**config.mk**
```make
export PLATFORM = sky130hd
export DESIGN_NAME = raymarch_frame_scheduler_flat
export DESIGN_NICKNAME = d
export VERILOG_FILES = /design/src/rtl/raymarch_frame_scheduler_if.sv /design/src/rtl/raymarch_frame_scheduler.sv /design/src/flat_wrapper.sv
export SDC_FILE = /design/constraint.sdc
export NUM_CORES = 1
export LEC_CHECK = 0
export ABC_AREA = 1
export BUFFER_PORTS_ARGS = -buffer_cell sky130_fd_sc_hd__buf_2
export CAP_MARGIN = 20
export CELL_PAD_IN_SITES_DETAIL_PLACEMENT = 1
export CELL_PAD_IN_SITES_GLOBAL_PLACEMENT = 1
export CORE_ASPECT_RATIO = 0.6
export CORE_MARGIN = 5
export CORE_UTILIZATION = 25
export DETAILED_ROUTE_END_ITERATION = 7
export PLACE_DENSITY = 0.58
export SLEW_MARGIN = 25
export SYNTH_ARGS = -nofsm -noshare
export SYNTH_HDL_FRONTEND = slang
export SYNTH_SLANG_ARGS = --single-unit
```
**constraint.sdc**
```tcl
create_clock -name clk_in -period 6.4 [get_ports clk_in]
set_input_delay 1.28 -clock clk_in [delete_from_list [all_inputs] [get_ports clk_in]]
set_output_delay 1.28 -clock clk_in [all_outputs]
set_load 0.005 [all_outputs]
```
**src/rtl/raymarch_frame_scheduler_if.sv**
```systemverilog
// Bus between the frame scheduler, the raymarcher and the framebuffer write port.
// master = scheduler side, slave = raymarcher/framebuffer/control side.
// RGB565_EN narrows the framebuffer data path to 16 bits.
interface raymarch_frame_scheduler_if #(
    parameter int ADDR_W = 16
);
`ifdef RGB565_EN
    localparam int DATA_W = 16;
`else
    localparam int DATA_W = 24;
`endif

    logic              frame_start_in;
    logic [32:0]       rm_x_out;
    logic [32:0]       rm_y_out;
    logic              rm_start_out;
    logic              rm_done_in;
    logic [32:0]       rm_x_in;
    logic [32:0]       rm_y_in;
    logic [7:0]        rm_red_in;
    logic [7:0]        rm_green_in;
    logic [7:0]        rm_blue_in;
    logic              fb_we_out;
    logic [ADDR_W-1:0] fb_addr_out;
    logic [DATA_W-1:0] fb_data_out;
    logic              fb_ready_in;
    logic              busy_out;
    logic              frame_done_out;
    logic              mismatch_out;
    logic [15:0]       timeout_cnt_out;

    modport master (
        input  frame_start_in, rm_done_in, rm_x_in, rm_y_in,
               rm_red_in, rm_green_in, rm_blue_in, fb_ready_in,
        output rm_x_out, rm_y_out, rm_start_out, fb_we_out, fb_addr_out,
               fb_data_out, busy_out, frame_done_out, mismatch_out, timeout_cnt_out
    );

    modport slave (
        output frame_start_in, rm_done_in, rm_x_in, rm_y_in,
               rm_red_in, rm_green_in, rm_blue_in, fb_ready_in,
        input  rm_x_out, rm_y_out, rm_start_out, fb_we_out, fb_addr_out,
               fb_data_out, busy_out, frame_done_out, mismatch_out, timeout_cnt_out
    );
endinterface

```
**src/rtl/raymarch_frame_scheduler.sv**
```systemverilog
// Raster-order pixel scheduler: issues coordinates to the raymarcher, waits for
// pixel_done (with a per-pixel timeout), checks returned coordinates and writes
// the colour into the framebuffer. Optional macro RGB565_EN packs pixels as
// {r[7:3], g[7:2], b[7:3]} instead of 24-bit {r, g, b}.
// ADDR_W must match the ADDR_W of the connected interface instance.
module raymarch_frame_scheduler #(
    parameter int          WIDTH      = 320,
    parameter int          HEIGHT     = 180,
    parameter int          ADDR_W     = 16,
    parameter int          TIMEOUT    = 65535,
    parameter logic [23:0] FAULT_RGB  = 24'hFF00FF,
    parameter bit          CONTINUOUS = 1'b0
) (
    input logic                        clk_in,
    input logic                        rst_in,
    raymarch_frame_scheduler_if.master bus
);
`ifdef RGB565_EN
    localparam int DATA_W = 16;
`else
    localparam int DATA_W = 24;
`endif
    localparam int XW = (WIDTH  > 1) ? $clog2(WIDTH)  : 1;
    localparam int YW = (HEIGHT > 1) ? $clog2(HEIGHT) : 1;
    localparam int TW = $clog2(TIMEOUT);
    localparam logic [XW-1:0] X_LAST   = XW'(WIDTH - 1);
    localparam logic [YW-1:0] Y_LAST   = YW'(HEIGHT - 1);
    localparam logic [TW-1:0] T_EXPIRE = TW'(TIMEOUT - 1);

    typedef enum logic [2:0] {IDLE, ISSUE, WAIT, WRITE, DONE} state_t;

    state_t            state;
    logic [XW-1:0]     x;
    logic [YW-1:0]     y;
    logic [ADDR_W-1:0] addr;
    logic [TW-1:0]     timer;
    logic [DATA_W-1:0] data;
    logic              start_r;
    logic              we_r;
    logic              busy_r;
    logic              done_r;
    logic              mis_r;
    logic [15:0]       to_cnt;

    function automatic logic [DATA_W-1:0] pack(input logic [23:0] rgb);
`ifdef RGB565_EN
        return {rgb[23:19], rgb[15:10], rgb[7:3]};
`else
        return rgb;
`endif
    endfunction

    // Coordinates come straight from the local counters, which only move on a
    // framebuffer accept, so they are stable from ISSUE through WAIT.
    assign bus.rm_x_out        = 33'(x);
    assign bus.rm_y_out        = 33'(y);
    assign bus.rm_start_out    = start_r;
    assign bus.fb_we_out       = we_r;
    assign bus.fb_addr_out     = addr;
    assign bus.fb_data_out     = data;
    assign bus.busy_out        = busy_r;
    assign bus.frame_done_out  = done_r;
    assign bus.mismatch_out    = mis_r;
    assign bus.timeout_cnt_out = to_cnt;

    // Frame FSM with all outputs registered; pulses default low each cycle.
    always_ff @(posedge clk_in or posedge rst_in) begin
        if (rst_in) begin
            state   <= IDLE;
            x       <= '0;
            y       <= '0;
            addr    <= '0;
            timer   <= '0;
            data    <= '0;
            start_r <= 1'b0;
            we_r    <= 1'b0;
            busy_r  <= 1'b0;
            done_r  <= 1'b0;
            mis_r   <= 1'b0;
            to_cnt  <= '0;
        end else begin
            start_r <= 1'b0;
            done_r  <= 1'b0;
            case (state)
                IDLE: begin
                    if (bus.frame_start_in) begin
                        x       <= '0;
                        y       <= '0;
                        addr    <= '0;
                        mis_r   <= 1'b0;
                        to_cnt  <= '0;
                        busy_r  <= 1'b1;
                        start_r <= 1'b1;
                        state   <= ISSUE;
                    end
                end
                ISSUE: begin
                    timer <= '0;
                    state <= WAIT;
                end
                WAIT: begin
                    // A done in the expiry cycle wins: real data, no timeout counted.
                    if (bus.rm_done_in) begin
                        data <= pack({bus.rm_red_in, bus.rm_green_in, bus.rm_blue_in});
                        if (bus.rm_x_in != 33'(x) || bus.rm_y_in != 33'(y))
                            mis_r <= 1'b1;
                        we_r  <= 1'b1;
                        state <= WRITE;
                    end else if (timer == T_EXPIRE) begin
                        data <= pack(FAULT_RGB);
                        if (to_cnt != 16'hFFFF)
                            to_cnt <= to_cnt + 16'd1;
                        we_r  <= 1'b1;
                        state <= WRITE;
                    end else begin
                        timer <= timer + TW'(1);
                    end
                end
                WRITE: begin
                    if (bus.fb_ready_in) begin
                        we_r <= 1'b0;
                        addr <= addr + ADDR_W'(1);
                        if (x == X_LAST) begin
                            x <= '0;
                            if (y == Y_LAST) begin
                                y      <= '0;
                                done_r <= 1'b1;
                                state  <= DONE;
                            end else begin
                                y       <= y + YW'(1);
                                start_r <= 1'b1;
                                state   <= ISSUE;
                            end
                        end else begin
                            x       <= x + XW'(1);
                            start_r <= 1'b1;
                            state   <= ISSUE;
                        end
                    end
                end
                DONE: begin
                    if (CONTINUOUS) begin
                        x       <= '0;
                        y       <= '0;
                        addr    <= '0;
                        mis_r   <= 1'b0;
                        to_cnt  <= '0;
                        start_r <= 1'b1;
                        state   <= ISSUE;
                    end else begin
                        busy_r <= 1'b0;
                        state  <= IDLE;
                    end
                end
                default: state <= IDLE;
            endcase
        end
    end
endmodule
```
**src/flat_wrapper.sv**
```systemverilog
// flat-port wrapper written by rule: the top's interface ports become plain ports
module raymarch_frame_scheduler_flat 
#(
    parameter int          WIDTH      = 320,
    parameter int          HEIGHT     = 180,
    parameter int          ADDR_W     = 16,
    parameter int          TIMEOUT    = 65535,
    parameter logic [23:0] FAULT_RGB  = 24'hFF00FF,
    parameter bit          CONTINUOUS = 1'b0
)
  (clk_in, rst_in, bus_frame_start_in, bus_rm_done_in, bus_rm_x_in, bus_rm_y_in, bus_rm_red_in, bus_rm_green_in, bus_rm_blue_in, bus_fb_ready_in, bus_rm_x_out, bus_rm_y_out, bus_rm_start_out, bus_fb_we_out, bus_fb_addr_out, bus_fb_data_out, bus_busy_out, bus_frame_done_out, bus_mismatch_out, bus_timeout_cnt_out);
  raymarch_frame_scheduler_if #(.ADDR_W(ADDR_W)) bus_i ();
  input logic clk_in;
  input logic rst_in;
  input wire logic [$bits(bus_i.frame_start_in)-1:0] bus_frame_start_in;
  input wire logic [$bits(bus_i.rm_done_in)-1:0] bus_rm_done_in;
  input wire logic [$bits(bus_i.rm_x_in)-1:0] bus_rm_x_in;
  input wire logic [$bits(bus_i.rm_y_in)-1:0] bus_rm_y_in;
  input wire logic [$bits(bus_i.rm_red_in)-1:0] bus_rm_red_in;
  input wire logic [$bits(bus_i.rm_green_in)-1:0] bus_rm_green_in;
  input wire logic [$bits(bus_i.rm_blue_in)-1:0] bus_rm_blue_in;
  input wire logic [$bits(bus_i.fb_ready_in)-1:0] bus_fb_ready_in;
  output wire logic [$bits(bus_i.rm_x_out)-1:0] bus_rm_x_out;
  output wire logic [$bits(bus_i.rm_y_out)-1:0] bus_rm_y_out;
  output wire logic [$bits(bus_i.rm_start_out)-1:0] bus_rm_start_out;
  output wire logic [$bits(bus_i.fb_we_out)-1:0] bus_fb_we_out;
  output wire logic [$bits(bus_i.fb_addr_out)-1:0] bus_fb_addr_out;
  output wire logic [$bits(bus_i.fb_data_out)-1:0] bus_fb_data_out;
  output wire logic [$bits(bus_i.busy_out)-1:0] bus_busy_out;
  output wire logic [$bits(bus_i.frame_done_out)-1:0] bus_frame_done_out;
  output wire logic [$bits(bus_i.mismatch_out)-1:0] bus_mismatch_out;
  output wire logic [$bits(bus_i.timeout_cnt_out)-1:0] bus_timeout_cnt_out;
  assign bus_i.frame_start_in = bus_frame_start_in;
  assign bus_i.rm_done_in = bus_rm_done_in;
  assign bus_i.rm_x_in = bus_rm_x_in;
  assign bus_i.rm_y_in = bus_rm_y_in;
  assign bus_i.rm_red_in = bus_rm_red_in;
  assign bus_i.rm_green_in = bus_rm_green_in;
  assign bus_i.rm_blue_in = bus_rm_blue_in;
  assign bus_i.fb_ready_in = bus_fb_ready_in;
  assign bus_rm_x_out = bus_i.rm_x_out;
  assign bus_rm_y_out = bus_i.rm_y_out;
  assign bus_rm_start_out = bus_i.rm_start_out;
  assign bus_fb_we_out = bus_i.fb_we_out;
  assign bus_fb_addr_out = bus_i.fb_addr_out;
  assign bus_fb_data_out = bus_i.fb_data_out;
  assign bus_busy_out = bus_i.busy_out;
  assign bus_frame_done_out = bus_i.frame_done_out;
  assign bus_mismatch_out = bus_i.mismatch_out;
  assign bus_timeout_cnt_out = bus_i.timeout_cnt_out;
  raymarch_frame_scheduler #(.WIDTH(WIDTH), .HEIGHT(HEIGHT), .ADDR_W(ADDR_W), .TIMEOUT(TIMEOUT), .FAULT_RGB(FAULT_RGB), .CONTINUOUS(CONTINUOUS)) u_core (.clk_in(clk_in), .rst_in(rst_in), .bus(bus_i));
endmodule
```
==> results.sh, run 1 <==
export IMPL_met2_usage_pct=18.6
export IMPL_p_per_area_nw_per_um2=284
export IMPL_path_buf_inv=2
export IMPL_cts_buffers=9
export IMPL_gp_congestion=0.826
export IMPL_regToRegSetupSlack_ps=3610
export IMPL_grt_start_max_net_pins=67
export IMPL_cp_arrival_ps=3030
export IMPL_cp_common_cell="nand2_2"
export IMPL_hp_class="reg -> reg"
export IMPL_viasPerCell=4.25
export IMPL_fin_setup_tns_ps=0
export IMPL_grt_busiest_layer="met1"
export IMPL_clk_insertion_delay_late_ps=360
export IMPL_setup_viol=0
export IMPL_drt_pre_antenna_iters=5
export IMPL_grt_pass1_wl_mm=32.4
export IMPL_synth_top_area_share_pct=39.3
export IMPL_rsz0062_at_grt="false"
export IMPL_die_area_sq_um=28100
export IMPL_ys_async_sr_fraction_pct=100
export IMPL_core_sq_um=24300
export IMPL_totalWireLength_mm=20.5
export IMPL_layout_min_cycle_time_ps=2790
export IMPL_status="complete, no violations"
export IMPL_crit_path_end_kind="flop"
export IMPL_io_pins=222
export IMPL_grt_ovfl_total=0
export IMPL_slew_violations=0
export IMPL_die_w_um=213
export IMPL_final_instance_count_excl_fill=1361
export IMPL_yosys_cell_types_count=45
export IMPL_combinationalPowerShare_pct=35.1
export IMPL_seq_power_share_pct=39.8
export IMPL_antenna_found_initial=2
export IMPL_synthCells=867
export IMPL_synth_edf_count=0
export IMPL_slew_headroom_pct=42.1
export IMPL_timing_rr_end="u_core.y[3]"
export IMPL_postRouteAntennaNets=0
export IMPL_syn_area_per_cell_sq_um=7.13
export IMPL_nets=1135
export IMPL_clkTransAtPathRegs_ps=80
export IMPL_reg2reg_from="u_core.state[2]"
export IMPL_reg2reg_depth=9
export IMPL_fp_dieH_um=132
export IMPL_initial_core_util_pct=25.5
export IMPL_dp_cells=1345
export IMPL_port_buffers=172
export IMPL_path_class="reg -> reg"
export IMPL_post_cts_setup_buffers=0
export IMPL_syn2layout_area_growth_pct=20.4
export IMPL_grtUsageMet1_pct=23.6
export IMPL_startpoint_type="flop"
export IMPL_endpoint="u_core.y[3]"
export IMPL_ys_flop_type="dfrtp_1"
export IMPL_power_switching_w=0.000871
export IMPL_swShare_pct=41.2
export IMPL_ctsResizeCount=0
export IMPL_holdBufCountCts=0
export IMPL_power_total_w=0.00211
export IMPL_synth_seq_cells=97
export IMPL_cts_max_level=3
export IMPL_cp_max_fo=24
export IMPL_critPathMaxStageDelay_ps=640
export IMPL_drt_iter0_markers=240
export IMPL_drive_gt1_share_pct=21.5
export IMPL_yosys_top_cells_area="dfrtp_1 39%, nand2_1 13%, nor2_1 7.8%"
export IMPL_cts_root_buf="clkbuf_16"
export IMPL_dp_hpwl_mm=16.3
export IMPL_final_util_pct=30.7
export IMPL_required_ps=6640
export IMPL_ir_worst_vdd_mv=0.149
export IMPL_yosysTopAreaCell="dfrtp_1"
export IMPL_cts_sinks=97
export IMPL_maxCapViolCount=0
export IMPL_clk_path_buf_depth=2
export IMPL_rows=44
export IMPL_antenna_cells=0
export IMPL_use_met3_pct=3.97
export IMPL_fin_crit_sh_pct=43.7
export IMPL_wl_per_cell_um=15.0
export IMPL_vias=5779
export IMPL_finClkSkew_ps=15.7
export IMPL_cp_top_family="simple AND/OR/NAND/NOR gates"
export IMPL_drc=0
export IMPL_ys_seq_area_share_pct=39.3
export IMPL_netlist_area_sq_um=6180
export IMPL_cts_tree="built"
export IMPL_critPathSlowestCell="nor2_1"
export IMPL_cp_num_cells=9
export IMPL_yosys_warnings=0
export IMPL_cp_startpoint="u_core.state[2]"
export IMPL_p_clk_share_pct=25.0
export IMPL_p_leak_nw=3.92
export IMPL_fmax_ghz=0.358
export IMPL_grt_total_usage_pct=14.4
export IMPL_hold_viol=0
export IMPL_holdPathStages=1
export IMPL_worstPathCellList="inv_2 > nand2_2 > nor2_1 > nand2_1 > nand2_2 > nand2_2 > inv_1 > o21ai_0 > o21a_1"
export IMPL_internal_power_w=0.00124
export IMPL_grt_pass1_vias=5681
export IMPL_worstMarginPinSlew_ps=868
-- area by class of cell --
class | instances | area [sq um]
Fill cell | 3077 | 16800
Timing Repair Buffer | 173 | 868
Multi-Input combinational cell | 629 | 2990
Clock buffer | 9 | 225
Tap cell | 322 | 403
Clock inverter | 7 | 53.8
Inverter | 124 | 470
Sequential cell | 97 | 2430
-- sequential cells by signal, summed over array words and instances (netlist names) --
register and flops:
u_core.bus.timeout_cnt_out 16, u_core.bus.fb_data_out 24, u_core.bus.busy_out 1, u_core.bus.frame_done_out 1
u_core.timer 16, u_core.state 3, u_core.x 9, u_core.y 8
u_core.bus.rm_start_out 1, u_core.bus.fb_addr_out 16, u_core.bus.mismatch_out 1, u_core.bus.fb_we_out 1
-- power groups by stage --
stage | Clock [W] | Combinational [W] | Sequential [W]
finish | 0.000529 | 0.000743 | 0.000842
global route | 0.000574 | 0.000848 | 0.000863
CTS | 0.000546 | 0.000761 | 0.000845
detailed placement | 0 | 0.000757 | 0.000854
global placement | 0 | 0.000753 | 0.000851
floorplan | 0 | 0.000498 | 0.000839
-- how the worst min path moves through the flow --
stage                                          start                          to  slack [ps]
after floorplan                     u_core.timer[14]            u_core.timer[14]         470
after global placement     u_core.bus.fb_data_out[9]   u_core.bus.fb_data_out[9]         480
after detailed placement  u_core.bus.fb_data_out[12]  u_core.bus.fb_data_out[12]         480
after CTS                  u_core.bus.fb_data_out[9]   u_core.bus.fb_data_out[9]         500
after global routing       u_core.bus.fb_data_out[8]   u_core.bus.fb_data_out[8]         520
final                     u_core.bus.fb_data_out[15]  u_core.bus.fb_data_out[15]         500
-- cells by family after synthesis --
group                    count (synthesis)  share of synthesized area, %
AND/OR/NAND/NOR                        455                          32.1
buffers and inverters                  189                          15.2
flip-flops                              97                          39.3
AO/OA/AOI/OAI                           93                          8.50
XOR/XNOR                                26                          3.68
adder cells (fa/ha/maj)                  6                          1.21
other                                    1                        0.0607
-- synth_stat cells (2+ instances only) --
master    instances
a31oi_1           2
and2_0            3
nand3_2           2
buf_6             3
or2_2             5
nand4_1          11
xor2_1           24
ha_1              6
clkbuf_1          3
dfrtp_1          97
a21oi_1          35
o21a_1            3
nor3_4            2
and2_1            3
inv_2             5
nand2_1         219
a22o_1            8
o21ai_1           2
nor3_1           19
nand3_1          42
inv_1           118
buf_2             6
nor2_4            2
nor4b_1           2
o31ai_1           2
xnor2_1           2
o21ai_0          36
buf_4            53
nand2_2           9
nor2_1          128
-- layout by cell type, fill, tap and decap left out, types with 3 or more instances in the layout --
cell type     n
nand2_1     219
buf_2       172
nor2_1      128
inv_1       117
dfrtp_1      97
conb_1       49
nand3_1      42
o21ai_0      36
a21oi_1      35
xor2_1       24
nor3_1       19
nand4_1      11
nand2_2       9
clkbuf_16     9
a22o_1        8
ha_1          6
inv_2         5
or2_2         5
o21a_1        3
and2_0        3
and2_1        3
inv_6         3
clkinvlp_4    3
-- metrics by stage --
step | hold slack [ps] | worst slack, ps | area, sq um
after floorplan | 471 | 2590 | 6360
after global placement | 479 | 3330 | 7160
after detailed placement | 482 | 3290 | 7160
after CTS | 504 | 3590 | 7440
after global routing | 520 | 3320 | 7440
final | 498 | 3610 | 7440
-- layer usage --
layer  up-vias  routed length, um
met3        10               1210
met2       110               7860
met4         4                 80
met5         -                 25
li1       2940                  -
met1      2715              11300
Note: power is estimated with default switching activity, not from simulation.
==> run 2: changes to the inputs <==
clock period = 2.8 ns   (was 6.4 ns; I/O delays follow)
==> run 2 against run 1 <==
Compared with the run above:
- total power is 140% higher
- first-iteration DRC count is 18% higher
- critical path depth is 1 lower
- critical endpoint is now u_core.state[0]
- worst setup slack worse by 2900 ps
- critical path type unchanged
==> results.sh, run 2 (same netlist as run 1, synthesis figures left out) <==
export IMPL_required_ps=3050
export IMPL_post_cts_setup_buffers=0
export IMPL_holdBufCountCts=0
export IMPL_p_per_area_nw_per_um2=663
export IMPL_setup_viol=0
export IMPL_p_leak_nw=3.97
export IMPL_grt_pass1_wl_mm=33.6
export IMPL_slew_violations=0
export IMPL_worstMarginPinSlew_ps=708
export IMPL_drive_gt1_share_pct=21.9
export IMPL_core_sq_um=24300
export IMPL_antenna_cells=0
export IMPL_cts_max_level=3
export IMPL_hp_class="in -> async"
export IMPL_grt_start_max_net_pins=62
export IMPL_final_cell_mix="219 x nand2_1, 172 x buf_2, 128 x nor2_1"
export IMPL_cts_sinks=97
export IMPL_drt_iter0_markers=284
export IMPL_clkTransAtPathRegs_ps=80
export IMPL_drc=0
export IMPL_maxCapViolCount=0
export IMPL_io_pins=222
export IMPL_fin_crit_sh_pct=74.5
export IMPL_initial_core_util_pct=25.5
export IMPL_path_class="reg -> reg"
export IMPL_final_instance_count_excl_fill=1367
export IMPL_wl_per_cell_um=15.3
export IMPL_holdWs_ps=126
export IMPL_die_area_sq_um=28100
export IMPL_regToRegSetupSlack_ps=720
export IMPL_drt_pre_antenna_iters=4
export IMPL_timing_rr_end="u_core.state[0]"
export IMPL_port_buffers=172
export IMPL_cts_root_buf="clkbuf_16"
export IMPL_largest_reg_flops=24
export IMPL_final_common_cell="nand2_1"
export IMPL_ir_worst_vdd_mv=0.373
export IMPL_rows=44
export IMPL_crit_path_end_kind="flop"
export IMPL_ctsResizeCount=0
export IMPL_endpoint="u_core.state[0]"
export IMPL_viasPerCell=4.27
export IMPL_grt_pass1_vias=5781
export IMPL_clk_path_buf_depth=2
export IMPL_slew_headroom_pct=52.8
export IMPL_vias=5841
export IMPL_grt_total_usage_pct=15.0
export IMPL_gp_congestion=0.770
export IMPL_grt_ovfl_total=0
export IMPL_cp_startpoint="u_core.y[1]"
export IMPL_rsz0062_at_grt="false"
export IMPL_totalWireLength_mm=20.9
export IMPL_finClkSkew_ps=7.33
export IMPL_startpoint_type="flop"
export IMPL_hold_viol=0
export IMPL_cp_arrival_ps=2330
export IMPL_cts_tree="built"
export IMPL_fin_setup_tns_ps=0
export IMPL_reg2reg_depth=8
export IMPL_dp_cells=1351
export IMPL_status="complete, no violations"
export IMPL_reg2reg_from="u_core.y[1]"
export IMPL_cts_buffers=9
export IMPL_cp_max_fo=6
export IMPL_fp_dieH_um=132
export IMPL_dp_hpwl_mm=16.9
export IMPL_postRouteAntennaNets=0
export IMPL_layout_min_cycle_time_ps=2080
export IMPL_die_w_um=213
export IMPL_clk_insertion_delay_late_ps=360
export IMPL_syn2layout_area_growth_pct=22.1
export IMPL_fmax_ghz=0.480
export IMPL_nets=1141
export IMPL_antenna_found_initial=1
==> run 2: changes by cell type in the layout (fill, tap and decap cells not counted), sizes merged <==
cell | before | now
buf | 173 | 179
inv | 127 | 125
clkinvlp | 3 | 2
bufinv | 0 | 1
clkinv | 1 | 3
==> run 2: final cells by class <==
cell class	instances	area (sq um)
Tap cell	322	403
Clock inverter	7	87.6
Timing Repair Buffer	179	938
Sequential cell	97	2430
Fill cell	3097	16700
Clock buffer	9	225
Multi-Input combinational cell	629	2990
Inverter	124	472
==> run 2: where the power goes <==
| part | leakage [nW] | internal [W] | total [W] | switching [W] |
|---|---|---|---|---|
| registers | 1.27 | 0.00168 | 0.00192 | 0.000245 |
| logic | 2.56 | 0.000592 | 0.00175 | 0.00116 |
| clock network | 0.151 | 0.000711 | 0.00134 | 0.000625 |
| total | 3.97 | 0.00298 | 0.00501 | 0.00203 |
==> run 2: worst min-delay path by stage <==
stage | cells after the start | from | endpoint | slack, ps
floorplan | 2 | u_core.timer[14] | u_core.timer[14] | 470
global placement | 1 | u_core.bus.fb_data_out[9] | u_core.bus.fb_data_out[9] | 480
detailed placement | 1 | u_core.bus.fb_data_out[9] | u_core.bus.fb_data_out[9] | 480
CTS | 2 | rst_in | u_core.y[0] | 110
global route | 2 | rst_in | u_core.y[2] | 120
finish | 2 | rst_in | u_core.y[2] | 130
==> run 2: metal layers <==
metal / up-vias / routed length [um] / global-route usage (%)
li1: 2953 / - / -
met1: 2775 / 11500 / 24.8
met4: 2 / 159 / 2.45
met3: 12 / 1070 / 4.14
met5: - / 13 / 0
met2: 99 / 8140 / 19.0
==> run 2: through the flow <==
step           total power (W)  instance area [sq um]  utilization (%)  setup WS [ps]
2_1_floorplan          0.00306                   6370                -           1090
3_3_place_gp           0.00371                   7230             29.8            734
3_5_place_dp           0.00373                   7230             29.8            695
4_1_cts                0.00511                   7550             31.1            696
5_1_grt                0.00540                   7550             31.1            520
6_report               0.00501                   7550             31.1            715
==> run 2: worst max-delay path, cell delays in order (launching register included) <==
cell     delay, ps
dfrtp_1        420
ha_1           260
inv_1           60
nor3_1         270
nand4_1        300
nand2_1        330
nand2_1        130
a21oi_1        130
o21ai_0         80
==> run 3: changes to the inputs <==
clock period = 2 ns   (was 2.8 ns; I/O delays follow)
==> run 3 against run 2 <==
Compared with the run above:
- clock power grew 52%
- global-route usage shrank 0.079 points
- sequential power grew 38%
==> results.sh, run 3 (same netlist as run 1, synthesis figures left out) <==
export IMPL_status="complete, no violations"
export IMPL_clk_insertion_delay_late_ps=350
export IMPL_slew_violations=0
export IMPL_rows=44
export IMPL_fin_crit_sh_pct=90.8
export IMPL_die_area_sq_um=28100
export IMPL_initial_core_util_pct=25.5
export IMPL_p_per_area_nw_per_um2=949
export IMPL_drive_gt1_share_pct=23.3
export IMPL_regArea_sq_um=2430
export IMPL_drt_iter0_markers=233
export IMPL_ctsResizeCount=0
export IMPL_final_cell_mix="219 x nand2_1, 172 x buf_2, 128 x nor2_1"
export IMPL_grt_start_max_net_pins=29
export IMPL_vias=5873
export IMPL_grt_ovfl_total=0
export IMPL_ir_worst_vdd_mv=0.436
export IMPL_maxCapViolCount=0
export IMPL_cts_tree="built"
export IMPL_setup_viol=0
export IMPL_cts_sinks=97
export IMPL_dp_cells=1371
export IMPL_core_sq_um=24300
export IMPL_critPathSlowestCell="dfrtp_1"
export IMPL_postRouteAntennaNets=0
export IMPL_holdBufCountCts=0
export IMPL_crit_path_end_kind="flop"
export IMPL_cts_buffers=9
export IMPL_cp_max_fo=15
export IMPL_final_instance_count_excl_fill=1386
export IMPL_viasPerCell=4.24
export IMPL_hold_viol=0
export IMPL_worstPathCellList="ha_1 > nand2_1 > nor3_2 > nand4_1 > nand3_4 > inv_4 > nand2_1 > o21ai_0"
export IMPL_cts_max_level=3
export IMPL_die_w_um=213
export IMPL_clk_path_buf_depth=2
export IMPL_syn2layout_area_growth_pct=25.4
export IMPL_path_class="reg -> reg"
export IMPL_slew_headroom_pct=54.8
export IMPL_grt_pass1_wl_mm=33.6
export IMPL_cp_common_cell="nand2_1"
export IMPL_totalWireLength_mm=20.8
export IMPL_final_common_cell="nand2_1"
export IMPL_finClkSkew_ps=13.4
export IMPL_fp_dieH_um=132
export IMPL_largest_reg_flops=24
export IMPL_required_ps=2220
export IMPL_wl_per_cell_um=15.0
export IMPL_cts_root_buf="clkbuf_16"
export IMPL_fmax_ghz=0.550
export IMPL_nets=1161
export IMPL_clkTransAtPathRegs_ps=70
export IMPL_io_pins=222
export IMPL_port_buffers=172
export IMPL_critPathMaxStageDelay_ps=430
export IMPL_cp_arrival_ps=2040
export IMPL_dp_hpwl_mm=16.9
export IMPL_grt_pass1_vias=5860
export IMPL_fillCellCount=3081
export IMPL_layout_min_cycle_time_ps=1820
export IMPL_drt_pre_antenna_iters=4
export IMPL_grt_total_usage_pct=14.9
export IMPL_fin_setup_tns_ps=0
export IMPL_multi_input_area_sq_um=2990
export IMPL_p_leak_nw=4.10
export IMPL_startpoint_type="flop"
export IMPL_hp_class="in -> async"
export IMPL_post_cts_setup_buffers=0
export IMPL_gp_congestion=0.791
export IMPL_drc=0
export IMPL_rsz0062_at_grt="false"
export IMPL_antenna_cells=0
export IMPL_antenna_found_initial=1
export IMPL_worstMarginPinSlew_ps=677
==> run 3: cell count changes in the layout (fill, tap and decap cells not counted), sizes merged <==
| cell | delta |
|---|---|
| buf | +20 |
| bufinv | +2 |
| clkinv | -2 |
| inv | -1 |
==> run 3: per-stage QoR <==
step	area, sq um	hold WS (ps)	worst slack [ps]	utilization (%)	power (W)
after floorplan	6370	471	422	-	0.00428
after global placement	7410	485	200	30.5	0.00538
after detailed placement	7410	484	181	30.5	0.00540
after CTS	7750	161	165	31.9	0.00748
after global routing	7750	181	3.92	31.9	0.00792
final	7750	145	183	31.9	0.00735
==> run 3: final timing paths <==
kind                                               start                       endpoint  slack (ps)  cells after the start
hold reg to reg               u_core.bus.fb_data_out[10]     u_core.bus.fb_data_out[10]         500                      1
max in group asynchronous                         rst_in      u_core.bus.fb_addr_out[0]        1280                      3
min in group clk_in                   bus_rm_green_in[6]     u_core.bus.fb_data_out[14]         270                      2
hold / removal                                    rst_in                    u_core.y[2]         150                      2
setup reg to reg           u_core.bus.timeout_cnt_out[1]  u_core.bus.timeout_cnt_out[9]         180                      8
setup / recovery           u_core.bus.timeout_cnt_out[1]  u_core.bus.timeout_cnt_out[9]         180                      8
==> run 3: final cells by class <==
class / count / share of cell area, %
Multi-Input combinational cell: 629 / 38.6
Tap cell: 322 / 5.20
Clock inverter: 6 / 1.49
Inverter: 124 / 6.09
Clock buffer: 9 / 2.91
Sequential cell: 97 / 31.3
Timing Repair Buffer: 199 / 14.4
==> run 3: power breakdown <==
group	internal (W)	leakage (nW)	switching, W
Combinational	0.000959	2.67	0.00170
Clock	0.00122	0.162	0.000815
Sequential	0.00235	1.27	0.000305
==> run 3: critical path, delay by kind of cell (launching register included) <==
| family | cells | cell delay (ps) |
|---|---|---|
| AOI/OAI and AO/OA | 1 | 70 |
| and+or+nand+nor | 5 | 840 |
| DFF | 1 | 430 |
| adders and majority gates | 1 | 250 |
| buffers and inverters | 1 | 100 |
==> run 3: routing by layer <==
| metal | wire length [um] | up-vias | track usage, % |
|---|---|---|---|
| li1 | - | 3006 | - |
| met1 | 11300 | 2764 | 24.1 |
| met2 | 8470 | 93 | 20.0 |
| met3 | 937 | 8 | 3.45 |
| met4 | 63 | 2 | 2.56 |
| met5 | 13 | - | 0 |
